**src/rtl/fault_injector.sv**
```systemverilog
// rtl/fault_injector.sv - LFSR-paced round-robin fault strobe generator for gate fault_in ports
module fault_injector #(
  parameter int          FAULT_COUNT = 4,
  parameter logic [11:0] RAND_SEED   = 12'hAAA
) (
  input  logic                   clk,
  input  logic                   reset,
  input  logic                   logic_reset,
  input  logic                   arm_valid,
  output logic                   arm_ready,
  input  logic [11:0]            rate,
  input  logic [7:0]             burst_len,
  input  logic                   abort,
  output logic [FAULT_COUNT-1:0] fault_out,
  output logic                   done,
  output logic [15:0]            inject_count
);

  localparam int              PTR_W    = (FAULT_COUNT > 1) ? $clog2(FAULT_COUNT) : 1;
  localparam logic [11:0]     SEED     = (RAND_SEED == 12'd0) ? 12'h001 : RAND_SEED;
  localparam logic [PTR_W-1:0] PTR_LAST = PTR_W'(FAULT_COUNT - 1);

  typedef enum logic [1:0] {S_IDLE, S_ARMED, S_INJECT, S_DONE} state_t;

  state_t           state, state_n;
  logic [11:0]      lfsr;
  logic [11:0]      rate_q;
  logic [7:0]       remaining;
  logic [PTR_W-1:0] ptr;
  logic [15:0]      inject_count_q;
  logic             lfsr_fb;

  assign lfsr_fb = lfsr[11] ^ lfsr[10] ^ lfsr[9] ^ lfsr[3];

  always_ff @(posedge clk or negedge reset) begin
    if (!reset) begin
      state <= S_IDLE;
    end else if (logic_reset) begin
      state <= S_IDLE;
    end else begin
      state <= state_n;
    end
  end

  always_comb begin
    state_n = state;
    case (state)
      S_IDLE:   if (arm_valid) state_n = S_ARMED;
      S_ARMED: begin
        if (abort)                state_n = S_DONE;
        else if (lfsr <= rate_q)  state_n = S_INJECT;
      end
      S_INJECT: begin
        if (abort || remaining == 8'd1) state_n = S_DONE;
        else                            state_n = S_ARMED;
      end
      S_DONE:   state_n = S_IDLE;
      default:  state_n = S_IDLE;
    endcase
  end

  // The LFSR free-runs in every state so the firing pattern depends only on time since load.
  always_ff @(posedge clk or negedge reset) begin
    if (!reset) begin
      lfsr           <= SEED;
      rate_q         <= 12'd0;
      remaining      <= 8'd0;
      ptr            <= '0;
      inject_count_q <= 16'd0;
    end else if (logic_reset) begin
      lfsr           <= SEED;
      rate_q         <= 12'd0;
      remaining      <= 8'd0;
      ptr            <= '0;
      inject_count_q <= 16'd0;
    end else begin
      lfsr <= {lfsr[10:0], lfsr_fb};
      if (state == S_IDLE && arm_valid) begin
        rate_q    <= rate;
        remaining <= (burst_len == 8'd0) ? 8'd1 : burst_len;
      end
      if (state == S_INJECT) begin
        ptr       <= (ptr == PTR_LAST) ? '0 : ptr + PTR_W'(1);
        remaining <= remaining - 8'd1;
        if (inject_count_q != 16'hFFFF) inject_count_q <= inject_count_q + 16'd1;
      end
    end
  end

  assign arm_ready    = (state == S_IDLE);
  assign done         = (state == S_DONE);
  assign inject_count = inject_count_q;
  assign fault_out    = (state == S_INJECT) ? (FAULT_COUNT'(1) << ptr) : '0;

endmodule
```
**config.mk**
```make
export PLATFORM = sky130hd
export DESIGN_NAME = fault_injector
export DESIGN_NICKNAME = d
export VERILOG_FILES = /design/src/rtl/fault_injector.sv
export SDC_FILE = /design/constraint.sdc
export NUM_CORES = 1
export LEC_CHECK = 0
export ABC_AREA = 1
export ABC_CLOCK_PERIOD_IN_PS = 3700
export CAP_MARGIN = 20
export CORE_MARGIN = 2
export CORE_UTILIZATION = 50
export CTS_CLUSTER_DIAMETER = 150
export CTS_CLUSTER_SIZE = 12
export DETAILED_ROUTE_END_ITERATION = 12
export PLACE_DENSITY = 0.78
export SYNTH_ARGS = -nofsm -noshare
export SYNTH_HDL_FRONTEND = slang
export SYNTH_SLANG_ARGS = --single-unit
```
**constraint.sdc**
```tcl
create_clock -name clk -period 3.7 [get_ports clk]
set_input_delay 0.74 -clock clk [delete_from_list [all_inputs] [get_ports clk]]
set_output_delay 0.74 -clock clk [all_outputs]
set_load 0.01 [all_outputs]
```
### Word level (Yosys, flattened, before mapping)

Index checks and enable logic that the tools add are counted.

| operators by class | value |
|---|---|
| order comparisons | 1 |
| bitwise operators | 3 |
| add/sub/neg operators | 3 |
| reductions and logical operators | 10 |
| shift operators | 1 |
| eq/ne operators | 8 |
| muxes and demuxes | 20 |

Operator list:

| kind | count |
|---|---|
| $mux W16 | 3 |
| $mux W12 | 3 |
| $mux W8 | 4 |
| $add A16 B1 Y16 const B | 1 |
| $mux W2 | 8 |
| $ne A16 B16 Y1 const B | 1 |
| $le A12 B12 Y1 | 1 |
| $eq A8 B1 Y1 const B | 1 |
| $logic_not A8 Y1 | 1 |
| $pmux W2 S4 | 1 |
| $sub A8 B1 Y8 const B | 1 |
| $eq A2 B2 Y1 const B | 3 |
| $reduce_bool A2 Y1 | 3 |
| $mux W4 | 1 |
| $ne A4 B4 Y1 const B | 1 |
| $reduce_and A2 Y1 | 2 |
| $shl A1 B2 Y4 const A | 1 |
| $ne A3 B3 Y1 const B | 1 |
| $reduce_bool A3 Y1 | 1 |
| $xor A1 B1 Y1 | 3 |
| $add A2 B1 Y2 const B | 1 |
| $eq A2 B1 Y1 const B | 1 |
| $logic_not A2 Y1 | 1 |
| $logic_and A1 B1 Y1 | 1 |
| $logic_or A1 B1 Y1 | 1 |

| word-level totals | value |
|---|---|
| flip-flop bits (word level) | 52 |

### Logic depth before layout (Yosys ltp)

| logic depth | value |
|---|---|
| word-level depth | 5 |
| gate-level depth with buffers | 12 |
| gate-level depth less buffers | 12 |

### Worst setup path after synthesis

Ideal clock, no wire load.

| timing | value |
|---|---|
| kind | input to register |
| start point | input logic_reset |
| end point | register inject_count_q[9], in the netlist inject_count[9] |
| library setup time | 0.118 ns |
| buffers on the path | 2 |
| data arrival time | 1.624 ns |
| path slack | 1.958 ns |
| cell stages on the path | 9 |
| data required time | 3.582 ns |
| cell sequence | buf_2 inv_1 nand2_4 inv_2 nor2_4 inv_4 buf_8 nand2_1 o21ai_2 |

| between the ends | value |
|---|---|
| word-level cells in the longest chain between the ends | 2 |

RTL lines:

| item | RTL line | source |
|---|---|---|
| start: declaration | 8 | `input logic logic_reset,` |
| $reduce_bool A2 Y1 (no line) | n/a |  |
| $reduce_and A2 Y1 (no line) | n/a |  |
| end signal: assignment | 85 | `if (inject_count_q != 16'hFFFF) inject_count_q <= inject_count_q + 16'd1;` |
| end: declaration | 30 | `logic [15:0] inject_count_q;` |

Several ways; a longest one is shown, not always the timed one.
A chain may end at the register's enable or synchronous reset.

### Final worst setup path

| timing | value |
|---|---|
| start point | register state[0] |
| end point | output fault_out[1] |

| between the ends | value |
|---|---|
| word-level cells in the longest chain between the ends | 2 |

RTL lines:

| item | RTL line | source |
|---|---|---|
| start: declaration | 25 | `state_t state, state_n;` |
| start signal: assignment | 41 | `state <= state_n;` |
| $eq A2 B2 Y1 | 93 | `assign fault_out = (state == S_INJECT) ? (FAULT_COUNT'(1) << ptr) : '0;` |
| $mux W4 | 93 |  |
| end: declaration | 14 | `output logic [FAULT_COUNT-1:0] fault_out,` |

Every way passes these cells.

==> reports/metrics.cfg <==
[run_status]
status = complete, no violations

[route]
drt-wirelength-per-cell_um = 13.04
vias = 2746
drc_errors = 0
viasPerCell = 5.142
dr.pass1.iters = 4
wl_um = 6961
antenna_left = 0
drt_iter0_markers = 133

[critical_path]
arrival_ns = 1.95
path_class = register to output pin
cpPeakStageDelay_ns = 0.54
crit_slowest_cell = clkdlybuf4s50_1
start_kind = register
path_buf_inv = 2
path_delay_family = buffers and inverters
crit_fanout = 11
cp.depth = 4
crit_chain = nor2_2, inv_2, nor2_1, clkdlybuf4s50_1
required_ns = 2.96
ff2ff_path_depth = 8
cp-end-kind = output pin

[synthesis]
synth.avg_cell_area_um2 = 7.656
synth_common_cells = nand2_1 (77), inv_1 (70), dfrtp_1 (46)
synth_fp_nets = 456
yosys.area.top_type = dfrtp_1
synthFlopType = dfrtp_1
ys_ff_latch = 52
yosysSeqAreaShare_pct = 41.49
synthDistinctLibCells = 30
synth_area_leaders = dfrtp_1 (36%), nand2_1 (9.2%), inv_1 (8.3%), ha_1 (7.5%), nand3_1 (6.5%)
postSynthCellCount = 412
synth_edf_count = 0
yosysWarnings = 0
synth_most_common_cell = nand2_1
synth_area_um2 = 3154
synthArstFlopShare_pct = 100.0
synth_top_area_share_pct = 36.49

[cts]
post-cts-setup-buffers = 0
cts.clk_slew.worst_paths_ns = 0.10
cts.hold.buffers_added = 0
clockRootBuffer = clkbuf_8
clk_path_buf_depth = 2
cts.sinks = 52
clk-insertion-delay-late_ns = 0.32
postCtsResizedCells = 0
htreeDepth = 2
cts_buffers = 5
cts_tree = yes

[floorplan]
ios = 47
start_util_pct = 52.35
die_h_um = 83.43
die_w_um = 83.43
rows = 28
die_area_um2 = 6960
core-area_um2 = 6026

[cells_and_area]
nNetsFinal = 502
fill_cells = 542
area_growth_pct = 19.12
seqCellArea_um2 = 1309
post_route_cells_drive_above_1_share_pct = 9.804
antenna_cells = 0
fin_util_pct = 62.35
multiInputGateArea_um2 = 1503

[global_route]
grt_antenna_before_repair = 0
overflow = 0
grt_max_degree = 33
grt_pass1_wl_um = 12010
grt_pass1_vias = 2676
grt_usage_pct = 20.81

[worst_hold_path]
hold_class = input pin to asynchronous set/reset pin

[flow_run]
max-cap-violations = 0

[place]
place.gp.congestion = 0.8850
io_buffers = 46
dp_hpwl_um = 5085

[sta]
post-route-period-util_pct = 72.61
layout_min_cycle_time_ns = 2.687
rsz0062_at_grt = no
max_freq_mhz = 372.2
maxSlewViolCount = 0
setup_viol = 0
slew_headroom_pct = 51.40
fin_skew_ns = 0.006934
tightest_slew_ns = 0.7290
hold_viol_final = 0
setup_tns_ns = 0

[power]
p_leak_nw = 1.743
peakVddDrop_uv = 235.8
p_total_w = 0.001341
pwr_density_cell_nw_per_um2 = 356.8

[layer usage]
metal	global-route usage [%]	up-vias	wire length [µm]
met5	0	-	0
met4	6.452	0	95
met3	3.678	10	285
met2	34.75	67	3234
met1	27.65	1272	3346
li1	-	1397	-
[cells by family (layout without fill, tap and decap cells)]
kind of cell	after synthesis	count (layout)	synth area share [%]
flops	52	52	41.49
compound gates	62	62	10.99
fa+ha+maj	19	19	7.537
simple gates	191	191	27.73
buf+inv	83	130	10.87
xor+xnor	5	5	1.389
[flip-flops by register name, summed over array words and instances (netlist names)]
name and cells:
inject_count 16, lfsr 12, remaining 8, ptr 2, state 2, rate_q 12
[worst paths after layout]
kind | start | to | slack, ns
hold reg to reg | lfsr[0] | lfsr[1] | 0.47
setup / recovery | state[0] | fault_out[1] | 1.01
hold / removal | reset | rate_q[2] | 0.47
setup reg to reg | state[0] | inject_count[5] | 1.90
max in group asynchronous | reset | lfsr[7] | 2.42
min in group clk | lfsr[0] | lfsr[1] | 0.47
[area by class of cell]
cell class | count | area share [%]
clock buffer | 6 | 2.198
clock inverter | 2 | 0.3996
inverter | 73 | 7.359
multi-input combinational | 277 | 39.99
sequential | 52 | 34.83
tap | 75 | 2.498
timing repair buffer | 49 | 12.72
[power breakdown]
part,internal [W],switching (W),total [W]
sequential,0.000622,0.0000418,0.000664
combinational,0.000135,0.000192,0.000327
clock,0.000152,0.000198,0.000350
total,0.000909,0.000432,0.00134
[layout by cell type, fill, tap and decap left out]
cell type        instances
dfrtp_1                 46
o21ai_0                 37
nor2_2                   2
o21ai_2                  7
nand2_2                  1
nand2_4                  1
xor2_1                   3
o21ai_1                  2
nor3_1                   2
nand3_2                  1
nand4_1                 10
inv_4                    1
buf_4                    3
nand3_1                 41
buf_2                    1
nand2_1                 77
inv_1                   70
o22ai_1                  2
inv_2                    2
ha_1                    19
dfstp_2                  6
clkdlybuf4s50_1         45
a21oi_1                 11
clkinvlp_4               2
nor2_1                  42
o21bai_1                 1
nor2_4                   4
clkbuf_8                 6
or2_2                    8
nand3b_1                 2
a21o_1                   2
xnor2_1                  2
[metrics by stage]
step	worst slack, ns	hold WS, ns	cells	area, µm²
CTS	0.9960	0.4666	534	3757
floorplan	1.958	0.4192	412	3154
global route	0.8436	0.4946	534	3757
global placement	1.296	0.4367	526	3660
finish	1.014	0.4676	534	3757
detailed placement	1.250	0.4423	526	3660
(Power assumes the default switching activity.)
